`src/rtl/stream_split_32to16.sv`:
```
// Splits 32-bit strobed words into 16-bit tokens, low half first, optionally
// dropping halves with no strobes, and counts every emitted token.
module stream_split_32to16 #(
    parameter bit SKIP_EMPTY = 1'b1,
    parameter int CNT_W      = 16
) (
    input  logic             clk_i,
    input  logic             rst_i,
    input  logic             clear_i,
    input  logic [31:0]      in_data_i,
    input  logic [3:0]       in_strb_i,
    input  logic             in_valid_i,
    output logic             in_ready_o,
    output logic [15:0]      out_data_o,
    output logic [3:0]       out_strb_o,
    output logic             out_valid_o,
    input  logic             out_ready_i,
    output logic [CNT_W-1:0] tok_cnt_o
);

    typedef enum logic [1:0] {EMPTY = 2'd0, LOW = 2'd1, HIGH = 2'd2} state_t;

    state_t           state_reg, state_next;
    logic [31:0]      word_reg;
    logic [3:0]       strb_reg;
    logic [CNT_W-1:0] cnt_reg;

    logic hi_skip, lo_skip, in_hi_skip, in_lo_skip;
    logic last, in_hs, out_hs;

    assign hi_skip    = SKIP_EMPTY && (strb_reg[3:2] == 2'b00);
    assign lo_skip    = SKIP_EMPTY && (strb_reg[1:0] == 2'b00);
    assign in_hi_skip = SKIP_EMPTY && (in_strb_i[3:2] == 2'b00);
    assign in_lo_skip = SKIP_EMPTY && (in_strb_i[1:0] == 2'b00);

    // The word is finished once the current token goes out; a new word may
    // load on that same edge, which keeps a continuous stream bubble-free.
    assign last        = (state_reg == HIGH) || ((state_reg == LOW) && hi_skip);
    assign out_valid_o = (state_reg != EMPTY);
    assign in_ready_o  = !clear_i && ((state_reg == EMPTY) || (out_ready_i && last));
    assign in_hs       = in_valid_i && in_ready_o;
    assign out_hs      = out_valid_o && out_ready_i;
    assign tok_cnt_o   = cnt_reg;

    always_ff @(posedge clk_i) begin
        if (rst_i) begin
            state_reg <= EMPTY;
            word_reg  <= '0;
            strb_reg  <= '0;
            cnt_reg   <= '0;
        end else begin
            state_reg <= state_next;
            if (in_hs) begin
                word_reg <= in_data_i;
                strb_reg <= in_strb_i;
            end
            if (clear_i) begin
                cnt_reg <= '0;
            end else if (out_hs) begin
                cnt_reg <= cnt_reg + CNT_W'(1);
            end
        end
    end

    always_comb begin
        state_next = state_reg;
        if (clear_i) begin
            state_next = EMPTY;
        end else if (in_hs) begin
            if (!in_lo_skip) begin
                state_next = LOW;
            end else if (!in_hi_skip) begin
                state_next = HIGH;
            end else begin
                state_next = EMPTY;
            end
        end else if (out_hs) begin
            if ((state_reg == LOW) && !last) begin
                state_next = HIGH;
            end else begin
                state_next = EMPTY;
            end
        end
    end

    always_comb begin
        out_data_o = 16'h0000;
        out_strb_o = 4'h0;
        case (state_reg)
            LOW: begin
                out_data_o = word_reg[15:0];
                out_strb_o = {2'b00, strb_reg[1:0]};
            end
            HIGH: begin
                out_data_o = word_reg[31:16];
                out_strb_o = {2'b00, strb_reg[3:2]};
            end
            default: begin
                out_data_o = 16'h0000;
                out_strb_o = 4'h0;
            end
        endcase
    end

endmodule

```
`config.mk`:
```
export PLATFORM = sky130hd
export DESIGN_NAME = stream_split_32to16
export DESIGN_NICKNAME = d
export VERILOG_FILES = /design/src/rtl/stream_split_32to16.sv
export SDC_FILE = /design/constraint.sdc
export NUM_CORES = 1
export LEC_CHECK = 0
export BUFFER_PORTS_ARGS = -buffer_cell sky130_fd_sc_hd__buf_4
export CORE_MARGIN = 2
export CORE_UTILIZATION = 45
export DETAILED_ROUTE_END_ITERATION = 7
export PLACE_DENSITY = 0.83
export SLEW_MARGIN = 20
export SYNTH_ARGS = -nofsm -noshare
export SYNTH_HDL_FRONTEND = slang
export SYNTH_SLANG_ARGS = --single-unit
```
`constraint.sdc`:
```
create_clock -name clk_i -period 6.2 [get_ports clk_i]
set_clock_uncertainty 0.2 [all_clocks]
set_input_delay 1.24 -clock clk_i [delete_from_list [all_inputs] [get_ports clk_i]]
set_output_delay 1.24 -clock clk_i [all_outputs]
set_load 0.02 [all_outputs]
```
[Word level (Yosys, flattened, before mapping)]
Cells that the tools add are included.
Storage, ports and cells
  register bits: 54
  bits of input ports: 41
  output and inout bits: 38
  logic and storage cells: 31
Operators by class
  add/sub/neg operators: 1
  equality and inequality tests: 2
  mux-type cells: 7
  reduce and logical (&&, ||, !) cells: 17
Operators by type and width (number)
  case mux 16 bit (2 select lines): 1
  adder 16 x 1 -> 16 bit, second input constant: 1
  two-way mux 2 bit: 5
  logical NOT 2 bit: 4
  logical AND 1 bit: 6
  case mux 2 bit (2 select lines): 1
  nonzero test 2 bit: 2
  equality test 2 x 1 -> 1 bit, second input constant: 1
  equality test 2 bit, second input constant: 1
  logical NOT 1 bit: 2
  logical OR 1 bit: 2
  OR reduction 2 bit: 1

[Depth between registers and ports, before layout]
Gate-level depths: netlist of run 1.
  word-level depth: 8
  depth in mapped cells: 7
  gate-level depth less buffers: 6

[Worst setup path before layout of run 1]
OpenSTA, ideal clock, no wires.
  kind: input to output
  start: in out_ready_i
  end: out in_ready_o
  data arrival time: 1.717 ns
  required time: 4.760 ns
  slack: 3.043 ns
  stages on the path: 2
  path buffers: 0
  cells stage by stage: nand4bb_1 > a21oi_1
On the way
  longest elaborated chain between the ends: 3
RTL lines
  from (decl): RTL line 17  | input logic out_ready_i,
  logical AND 1 bit: RTL line 40  | assign in_ready_o = !clear_i && ((state_reg == EMPTY) || (out_ready_i && last));
  logical OR 1 bit: RTL line 40
  logical AND 1 bit: RTL line 40
  to (decl): RTL line 13  | output logic in_ready_o,
Every way passes these cells.

[Worst setup path after layout of run 1]
  start: reg state_reg[1]
  end: out in_ready_o
On the way
  longest elaborated chain between the ends: 6
  elaborated cells on any way between the ends: 8
  those cells by class: eq/ne: 2; reduce/logical: 6
RTL lines
  from (decl): RTL line 23  | state_t state_reg, state_next;
  from (signal assigned): RTL line 52  | state_reg <= state_next;
  equality test 2 x 1 -> 1 bit: RTL line 38  | assign last = (state_reg == HIGH) || ((state_reg == LOW) && hi_skip);
  logical AND 1 bit: RTL line 38
  logical OR 1 bit: RTL line 38
  logical AND 1 bit: RTL line 40
  logical OR 1 bit *: RTL line 40
  logical AND 1 bit *: RTL line 40
Mark *: on every way between the ends. The rest lies on a longest branch, timed or not.

==> flow_summary_export.csv, run 1 <==
group,metric,value,unit
yosys,yosysWarningCount,0,
clock_tree,clk_path_buf_depth,2,
setup_path,critPathMaxStageDelay,0.67,ns
timing,fin_setup_tns,0,ns
drt,ant_nets,0,
pwr,p_comb_share,11.5,%
yosys,yosysUniqueCellTypes,34,
pwr,vdd_drop_max,0.134,mV
floorplanning,die_w,77.7,um
pwr,p_int,0.488,mW
yosys,seq_area_frac_synth,44.3,%
grt,antenna_found_initial,0,
setup_path,crit_path_cell_trace,"inv_1, ha_1, nand4bb_1, a21oi_1, buf_4",
clock_tree,ctsResizeCount,0,
yosys,synth_ff_type,"dfxtp_1",
floorplanning,core_area,5170,um2
status,outcome,"finished, final reports clean",
drt,drc,0,
pwr,switchingPower,0.153,mW
drt,vias,2093,
clock_tree,hold_buffers,0,
cells_and_area,n_antenna_cell,0,
floorplanning,rows,26,
grt,grt_usage,18.7,%
cells_and_area,syn_to_final_growth,28.5,%
setup_path,end_kind,"output port",
clock_tree,clk_pin_slew,0.09,ns
placement,io_buffers,76,
floorplanning,die_area,6030,um2
setup_path,path_class,"reg -> out",
setup_path,critPathMaxFanout,20,
cells_and_area,finish.instance_area,3140,um2
drt,vias_per_cell,5.19,
drt,drt-total-wl,5.56,mm
placement,dpl-instance-area,3050,um2
yosys,synth_area_leaders,"dfxtp_1 44%, mux2i_1 16%, nor2_1 7.7%, a22oi_1 5.5%, nor2b_1 4.6%",
timing,worst_pin_slew,0.815,ns
yosys,synth_largest_area_cell,"dfxtp_1",
pwr,switching_share,23.9,%
timing,fin_ws,2.70,ns
cells_and_area,drive_gt1_share,27.0,%
clock_tree,clk_latency,0.30,ns
placement,gp_congestion,0.793,
timing,setup_viol,0,
grt,grt_overflow,0,
yosys,avgSynthCellArea,9.25,um2
clock_tree,clockRootBuffer,"clkbuf_8",
yosys,synth_area,2440,um2
drt,drt-wirelength-per-cell,13.8,um
yosys,synthArstFlopShare,0,%
yosys,synth_edf_count,0,
grt,grt_max_degree,41,
setup_path,cp-start-kind,"flop",
yosys,ys_ff_latch,54,
floorplanning,ios,79,
placement,dp.cells,395,
min_path,min_path_type,"reg -> reg",
clock_tree,cts_tree,"yes",
grt,grt_pass1_wl,9.29,mm
floorplanning,die_h,77.7,um
cells_and_area,final_util,60.7,%
placement,dp_worst_setup_slack,2.82,ns
setup_path,arrival,2.06,ns
drt,drt_iter0_drc,88,
grt,first_global_vias,2072,
drt,firstDrtPassIters,4,
timing,hold_viol,0,
placement,dpl.hpwl,3.91,mm
timing,maxSlewHeadroom,45.7,%
timing,rsz0062_at_grt,"no",
cells_and_area,nets,377,
timing,fin_crit_sh,56.5,%
timing,clock.fmax,285,MHz
pwr,seqPwrFrac,57.1,%
cells_and_area,finalNonFillerCells,403,
clock_tree,cts_buffers,5,
clock_tree,clkSinkCount,54,
timing,drv_slew,0,
flow_run,drv_cap,0,
yosys,synth_top_cell_area_share,44.3,%
clock_tree,h-tree-depth,2,
timing,period_minus_slack,3.50,ns
min_path,min_delay_path_depth,2,
setup_path,crit_required,4.76,ns
yosys,syn_inst,264,
cells_and_area,largest_reg_flops,32,
setup_path,crit_slowest_cell,"ha_1",
pwr,p_per_area,204,nW/um2
setup_path,r2r_cells,7,
pwr,leakage,1.24,nW
pwr,power_frac_clock,31.3,%
floorplanning,start_util,47.2,%
clock_tree,post_cts_buffers,0,
[power by group through the flow]
| stage | clock network (mW) | registers (mW) | logic [mW] |
|---|---|---|---|
| global placement | 0 | 0.374 | 0.0731 |
| finish | 0.201 | 0.366 | 0.0741 |
| global route | 0.223 | 0.368 | 0.0815 |
| floorplan | 0 | 0.372 | 0.0452 |
| CTS | 0.206 | 0.366 | 0.0749 |
| detailed placement | 0 | 0.374 | 0.0746 |
[synthesized netlist by cell type (2+ instances only)]
| cell | count |
|---|---|
| dfxtp_1 | 54 |
| nor2_1 | 50 |
| mux2i_1 | 38 |
| a22oi_1 | 18 |
| nor2b_1 | 18 |
| clkbuf_1 | 10 |
| a21oi_1 | 9 |
| o21ai_0 | 7 |
| inv_1 | 6 |
| nand2_1 | 5 |
| or3_1 | 5 |
| xor2_1 | 5 |
| buf_2 | 4 |
| ha_1 | 4 |
| xnor2_1 | 4 |
| nand4_1 | 3 |
| a211oi_1 | 2 |
| buf_4 | 2 |
| nand2b_1 | 2 |
| nand3_1 | 2 |
| nand3b_1 | 2 |
| nor3_1 | 2 |
[metal layers]
metal	track usage (%)	part of all wire, %	up-vias
met3	4.65	7.7	5
met1	23.0	44	976
met4	5.36	0.81	0
li1	-	-	1039
met5	0	0	-
met2	32.3	47	73
[metrics by stage]
stage,hold slack [ns],power [mW]
2_1_floorplan,0.261,0.418
4_1_cts,0.310,0.647
3_5_place_dp,0.284,0.449
3_3_place_gp,0.268,0.447
5_1_grt,0.342,0.673
6_report,0.298,0.641
[placed cells by master (no fill, tap or decap), types with 2 or more instances in the layout]
| cell type | synthesis | layout |
|---|---|---|
| a211oi_1 | 2 | 2 |
| nand2_1 | 5 | 5 |
| buf_4 | 2 | 77 |
| or3_1 | 5 | 5 |
| o21ai_0 | 7 | 7 |
| conb_1 | 1 | 2 |
| nor2b_1 | 18 | 18 |
| nand4_1 | 3 | 3 |
| nand2b_1 | 2 | 2 |
| ha_1 | 4 | 4 |
| a22oi_1 | 18 | 18 |
| inv_1 | 6 | 6 |
| dfxtp_1 | 54 | 54 |
| mux2i_1 | 38 | 38 |
| xnor2_1 | 4 | 4 |
| clkbuf_8 | 0 | 6 |
| nor2_1 | 50 | 50 |
| xor2_1 | 5 | 5 |
| nor3_1 | 2 | 2 |
| a21oi_1 | 9 | 8 |
| nand3b_1 | 2 | 2 |
| nand3_1 | 2 | 2 |
[cell type report]
cell class | count | area [um2]
fill | 456 | 2030
multi-input combinational | 188 | 1280
sequential | 54 | 1080
timing repair buffer | 77 | 578
tap | 70 | 87.6
clock buffer | 7 | 86.3
inverter | 6 | 22.5
clock inverter | 1 | 5.00
[cell families (layout without fill, tap and decap cells)]
kind of cell / Yosys count / after routing / synth area share, %
and+or+nand+nor: 99 / 99 / 21.3
DFF: 54 / 54 / 44.3
muxes: 38 / 38 / 15.6
AOI/OAI and AO/OA: 36 / 36 / 9.43
buffers and inverters: 23 / 91 / 4.05
xor gates and xnor gates: 9 / 9 / 3.23
adders and majority gates: 4 / 4 / 2.05
other: 1 / 2 / 0.154
[critical path, delay by kind of cell (launching register included)]
| family | cells | cell delay (ns) |
|---|---|---|
| compound gates | 1 | 0.21 |
| fa+ha+maj | 1 | 0.67 |
| buf+inv | 2 | 0.24 |
| flops | 1 | 0.34 |
| simple gates | 1 | 0.31 |
[final timing paths]
path / start / end / slack, ns
max: state_reg[1] / in_ready_o / 2.70
min: tok_cnt_o[15] / tok_cnt_o[15] / 0.30
max reg2reg: state_reg[1] / state_reg[0] / 3.41
min reg2reg: tok_cnt_o[15] / tok_cnt_o[15] / 0.30
Power figures use the tool's default switching activity.
==> run 2, diff against run 1 <==
--- a/config.mk
+++ b/config.mk
@@ -9,7 +9,7 @@
 export CORE_MARGIN = 2
 export CORE_UTILIZATION = 45
 export DETAILED_ROUTE_END_ITERATION = 7
-export PLACE_DENSITY = 0.83
+export PLACE_DENSITY = 0.86
 export SLEW_MARGIN = 20
 export SYNTH_ARGS = -nofsm -noshare
 export SYNTH_HDL_FRONTEND = slang
==> constraint.sdc (replaced) <==
create_clock -name clk_i -period 2.9 [get_ports clk_i]
set_clock_uncertainty 0.2 [all_clocks]
set_input_delay 0.58 -clock clk_i [delete_from_list [all_inputs] [get_ports clk_i]]
set_output_delay 0.58 -clock clk_i [all_outputs]
set_load 0.02 [all_outputs]
==> run 2 against run 1 <==
Critical path depth stayed put. Combinational power is 120% higher. Count of clock-buffer cells in the layout is 1 lower. Cell count is 0.25% higher. Wire length is 1.4% lower. Clock power is 110% higher. First-iteration DRC count is 2.3% higher. Critical path type unchanged. Largest power group unchanged.
==> flow_summary_export.csv, run 2 (same netlist as run 1, synthesis figures left out) <==
group,metric,value,unit
pwr,power_frac_clock,30.4,%
setup_path,critPathMostFrequentCell,"a21oi_1",
drt,drt-total-wl,5.49,mm
grt,grt_max_degree,41,
pwr,switching_share,24.5,%
setup_path,r2r_slack,0.58,ns
setup_path,endpoint,"in_ready_o",
timing,fin_crit_sh,87.7,%
placement,gp_congestion,0.790,
clock_tree,h-tree-depth,2,
drt,drc,0,
timing,hold_viol,0,
cells_and_area,final_common_cell,"buf_4",
floorplanning,die_h,77.7,um
cells_and_area,layout_common_cells,"77 x buf_4, 54 x dfxtp_1, 50 x nor2_1",
setup_path,critPathMaxStageDelay,0.44,ns
setup_path,rr_endpoint,"tok_cnt_o[14]",
grt,grt_usage,18.8,%
flow_run,drv_cap,0,
floorplanning,start_util,47.2,%
cells_and_area,largest_reg_flops,32,
cells_and_area,drive_gt1_share,27.5,%
clock_tree,clk_pin_slew,0.09,ns
timing,rsz0062_at_grt,"no",
clock_tree,post_cts_buffers,0,
floorplanning,ios,79,
pwr,switchingPower,0.333,mW
pwr,leakage,1.25,nW
drt,vias,2094,
setup_path,crit_required,2.12,ns
drt,drt_iter0_drc,90,
pwr,p_int,1.02,mW
cells_and_area,nets,378,
clock_tree,clkSinkCount,54,
floorplanning,die_area,6030,um2
pwr,p_comb_share,11.8,%
pwr,finalPower,1.36,mW
setup_path,r2r_cells,6,
cells_and_area,finalNonFillerCells,404,
timing,fin_setup_tns,0,ns
clock_tree,clk_latency,0.30,ns
cells_and_area,final_util,61.0,%
setup_path,r2r_start,"state_reg[0]",
timing,setup_viol,0,
cells_and_area,fillCellCount,463,
min_path,min_path_type,"reg -> reg",
grt,first_global_vias,2083,
setup_path,crit_path_cell_trace,"inv_1, ha_2, a21oi_1, a21oi_1, buf_4",
pwr,p_per_area,430,nW/um2
cells_and_area,n_antenna_cell,0,
grt,grt_overflow,0,
setup_path,cp-start-kind,"flop",
floorplanning,rows,26,
setup_path,path_class,"reg -> out",
clock_tree,clk_path_buf_depth,2,
cells_and_area,syn_to_final_growth,29.2,%
setup_path,end_kind,"output port",
drt,ant_nets,0,
clock_tree,cts_tree,"yes",
timing,period_minus_slack,2.54,ns
placement,io_buffers,76,
pwr,seqPwrFrac,57.8,%
setup_path,crit_slowest_cell,"ha_2",
timing,drv_slew,0,
grt,antenna_found_initial,0,
grt,grt_pass1_wl,9.34,mm
timing,clock.fmax,393,MHz
pwr,vdd_drop_max,0.304,mV
floorplanning,core_area,5170,um2
drt,firstDrtPassIters,4,
timing,holdWs,0.292,ns
setup_path,setup.worst_path.start,"state_reg[0]",
placement,dpl.hpwl,3.96,mm
clock_tree,clockRootBuffer,"clkbuf_8",
setup_path,arrival,1.76,ns
floorplanning,die_w,77.7,um
clock_tree,cts_buffers,5,
min_path,min_delay_path_depth,2,
drt,vias_per_cell,5.18,
placement,dp.cells,396,
drt,drt-wirelength-per-cell,13.6,um
status,outcome,"finished, final reports clean",
setup_path,critPathMaxFanout,20,
-- run 2: cell count changes in the layout (fill, tap and decap cells not counted) --
cell,delta
ha_2,+1
clkbuf_8,-1
ha_1,-1
clkinv_4,+1
buf_12,+1
-- run 2: worst min path at each step --
stage	start	end	slack, ns
after floorplan	word_reg[16]	word_reg[16]	0.26
after global placement	tok_cnt_o[15]	tok_cnt_o[15]	0.27
after detailed placement	tok_cnt_o[15]	tok_cnt_o[15]	0.28
after CTS	tok_cnt_o[15]	tok_cnt_o[15]	0.29
after global routing	in_data_i[2]	word_reg[2]	0.30
final	tok_cnt_o[15]	tok_cnt_o[15]	0.29
-- run 2: critical path: cells and delay by family, from the launching register on --
| family | cells | cell delay, ns |
|---|---|---|
| DFF | 1 | 0.34 |
| buffers and inverters | 2 | 0.25 |
| adders and majority gates | 1 | 0.44 |
| AOI/OAI and AO/OA | 2 | 0.43 |
-- run 2: through the flow --
stage / worst slack, ns / area [um2]
floorplan: 0.566 / 2450
global placement: 0.415 / 3070
detailed placement: 0.384 / 3070
CTS: 0.0391 / 3150
global route: 0.229 / 3160
finish: 0.358 / 3160
-- run 2: layout make-up --
class	instances	area, um2	area share, %
clock buffer	6	72.6	2.30
clock inverter	2	13.8	0.436
inverter	6	22.5	0.714
multi-input combinational	188	1280	40.6
sequential	54	1080	34.3
tap	70	87.6	2.78
timing repair buffer	78	598	19.0
-- run 2: timing repair --
| action | 4_1_cts | 5_1_grt |
|---|---|---|
| gates resized for setup | 0 | 1 |
| hold buffers | 0 | 0 |
| setup endpoints to repair | 0 | 1 |
-- run 2: power by group through the flow --
stage / combinational (mW) / clock (mW) / sequential (mW)
after global routing: 0.175 / 0.459 / 0.787
final: 0.160 / 0.413 / 0.784
after CTS: 0.161 / 0.426 / 0.784
after detailed placement: 0.161 / 0 / 0.801
after global placement: 0.158 / 0 / 0.799
after floorplan: 0.0966 / 0 / 0.796
-- run 2: routing by layer --
layer  up-vias  global-route usage, %  part of all wire [%]
met3         5                   6.05                   7.4
met5         -                      0                     0
met1       987                   23.8                    44
met2        67                   31.4                    48
li1       1035                      -                     -
met4         0                   3.75                  0.80
==> run 3, diff against run 2 <==
--- a/config.mk
+++ b/config.mk
@@ -9,7 +9,7 @@
 export CORE_MARGIN = 2
 export CORE_UTILIZATION = 45
 export DETAILED_ROUTE_END_ITERATION = 7
-export PLACE_DENSITY = 0.86
+export PLACE_DENSITY = 0.83
 export SLEW_MARGIN = 20
 export SYNTH_ARGS = -nofsm -noshare
 export SYNTH_HDL_FRONTEND = slang
==> constraint.sdc (replaced) <==
create_clock -name clk_i -period 2.95 [get_ports clk_i]
set_clock_uncertainty 0.2 [all_clocks]
set_input_delay 0.59 -clock clk_i [delete_from_list [all_inputs] [get_ports clk_i]]
set_output_delay 0.59 -clock clk_i [all_outputs]
set_load 0.02 [all_outputs]
==> run 3 against run 2 <==
Die area is the same. Hold slack gained 0.010 ns. Combinational power is essentially flat. Count of clock-buffer cells in the layout is the same. Register-to-register slack gained 0.04 ns. Utilization grew 0.51 points. First-iteration DRC count shrank 13%. Global-route usage shrank 0.063 points. Flip-flop and latch count is the same.
==> flow_summary_export.csv, run 3 (same netlist as run 1, synthesis figures left out) <==
group,metric,value,unit
clock_tree,clk_pin_slew,0.09,ns
placement,dpl.hpwl,3.85,mm
cells_and_area,layout_common_cells,"77 x buf_4, 54 x dfxtp_1, 50 x nor2_1",
timing,hold_viol,0,
cells_and_area,drive_gt1_share,27.6,%
placement,io_buffers,76,
timing,setup_viol,0,
drt,ant_nets,0,
grt,first_global_vias,2098,
drt,firstDrtPassIters,4,
cells_and_area,n_antenna_cell,0,
drt,vias,2103,
grt,grt_max_degree,41,
floorplanning,die_h,77.7,um
timing,drv_slew,0,
cells_and_area,nets,378,
pwr,finalPower,1.42,mW
setup_path,critPathBufInv,2,
timing,fin_crit_sh,86.8,%
setup_path,critPathMaxStageDelay,0.45,ns
floorplanning,rows,26,
setup_path,arrival,1.77,ns
cells_and_area,final_common_cell,"buf_4",
clock_tree,clockRootBuffer,"clkbuf_8",
setup_path,end_kind,"output port",
setup_path,crit_path_cell_trace,"inv_1, ha_2, a21oi_1, a21oi_1, buf_4",
placement,gp_congestion,0.789,
pwr,p_per_area,446,nW/um2
min_path,min_path_type,"reg -> reg",
setup_path,critPathTopFamily,"adder cells",
timing,fin_setup_tns,0,ns
drt,drt-wirelength-per-cell,13.4,um
clock_tree,clk_path_buf_depth,2,
grt,grt_usage,18.7,%
grt,grt_pass1_wl,9.27,mm
cells_and_area,syn_to_final_growth,30.3,%
grt,grt_overflow,0,
timing,clock.fmax,391,MHz
clock_tree,clk_latency,0.29,ns
pwr,leakage,1.26,nW
status,outcome,"finished, final reports clean",
floorplanning,start_util,47.2,%
drt,vias_per_cell,5.22,
grt,antenna_found_initial,0,
setup_path,critPathMaxFanout,20,
setup_path,critPathMostFrequentCell,"a21oi_1",
floorplanning,die_area,6030,um2
drt,drt-total-wl,5.41,mm
clock_tree,cts_buffers,5,
timing,rsz0062_at_grt,"no",
pwr,vdd_drop_max,0.368,mV
drt,drt_iter0_drc,78,
timing,period_minus_slack,2.56,ns
setup_path,cp-start-kind,"flop",
setup_path,path_class,"reg -> out",
flow_run,drv_cap,0,
setup_path,crit_required,2.16,ns
drt,drc,0,
floorplanning,ios,79,
clock_tree,cts_tree,"yes",
cells_and_area,largest_reg_flops,32,
floorplanning,die_w,77.7,um
clock_tree,clkSinkCount,54,
floorplanning,core_area,5170,um2
setup_path,crit_slowest_cell,"ha_2",
clock_tree,h-tree-depth,2,
clock_tree,post_cts_buffers,0,
==> run 3: area by class of cell <==
type / instances / area (um2)
clock buffers: 6 / 82.6
clock inverters: 1 / 30.0
fillers: 452 / 1990
inverters: 6 / 22.5
multi-input cells: 188 / 1280
flip-flops and latches: 54 / 1080
well taps: 70 / 87.6
repair buffers: 78 / 598
==> run 3: path summary, 6_finish.rpt <==
path | endpoint | slack (ns) | depth (start not counted) | start
setup / recovery | in_ready_o | 0.39 | 5 | state_reg[0]
hold / removal | word_reg[1] | 0.30 | 2 | word_reg[1]
setup reg to reg | tok_cnt_o[14] | 0.62 | 6 | state_reg[0]
hold reg to reg | word_reg[1] | 0.30 | 2 | word_reg[1]
==> run 3: metal layers <==
layer  part of all wire, %  track usage [%]  vias to the layer above
met2                    47             31.4                       73
met3                   8.2             6.51                        6
li1                      -                -                     1038
met5                     0                0                        -
met1                    44             22.6                      986
met4                   1.1             5.54                        0
==> run 3: power breakdown <==
part | internal, mW | total, mW | leakage (nW) | switching, mW
registers | 0.755 | 0.770 | 0.439 | 0.0149
logic | 0.0830 | 0.158 | 0.763 | 0.0752
clock network | 0.272 | 0.491 | 0.0573 | 0.220
==> run 3: timing repair <==
item,in CTS,in global routing
setup endpoints to repair,0,1
hold buffers,0,0
gates resized for setup,0,1
hold endpoints to repair,0,0
==> run 3: per-stage QoR <==
step | instance area, um2 | worst slack [ns] | utilization (%) | hold WS [ns] | cells
after floorplan | 2450 | 0.606 | - | 0.261 | 265
after global placement | 3070 | 0.433 | 59.3 | 0.271 | 396
after detailed placement | 3070 | 0.448 | 59.3 | 0.282 | 396
after CTS | 3180 | 0.0901 | 61.5 | 0.305 | 403
after global routing | 3180 | 0.265 | 61.5 | 0.309 | 403
final | 3180 | 0.390 | 61.5 | 0.302 | 403
==> run 3: worst reg2reg max path, cell delays in order, from the launching register on <==
cell and delay [ns]:
dfxtp_1 0.36, inv_1 0.07, ha_1 0.24, nand3b_1 0.30, or4_1 0.58, or3_1 0.36
a21oi_1 0.15
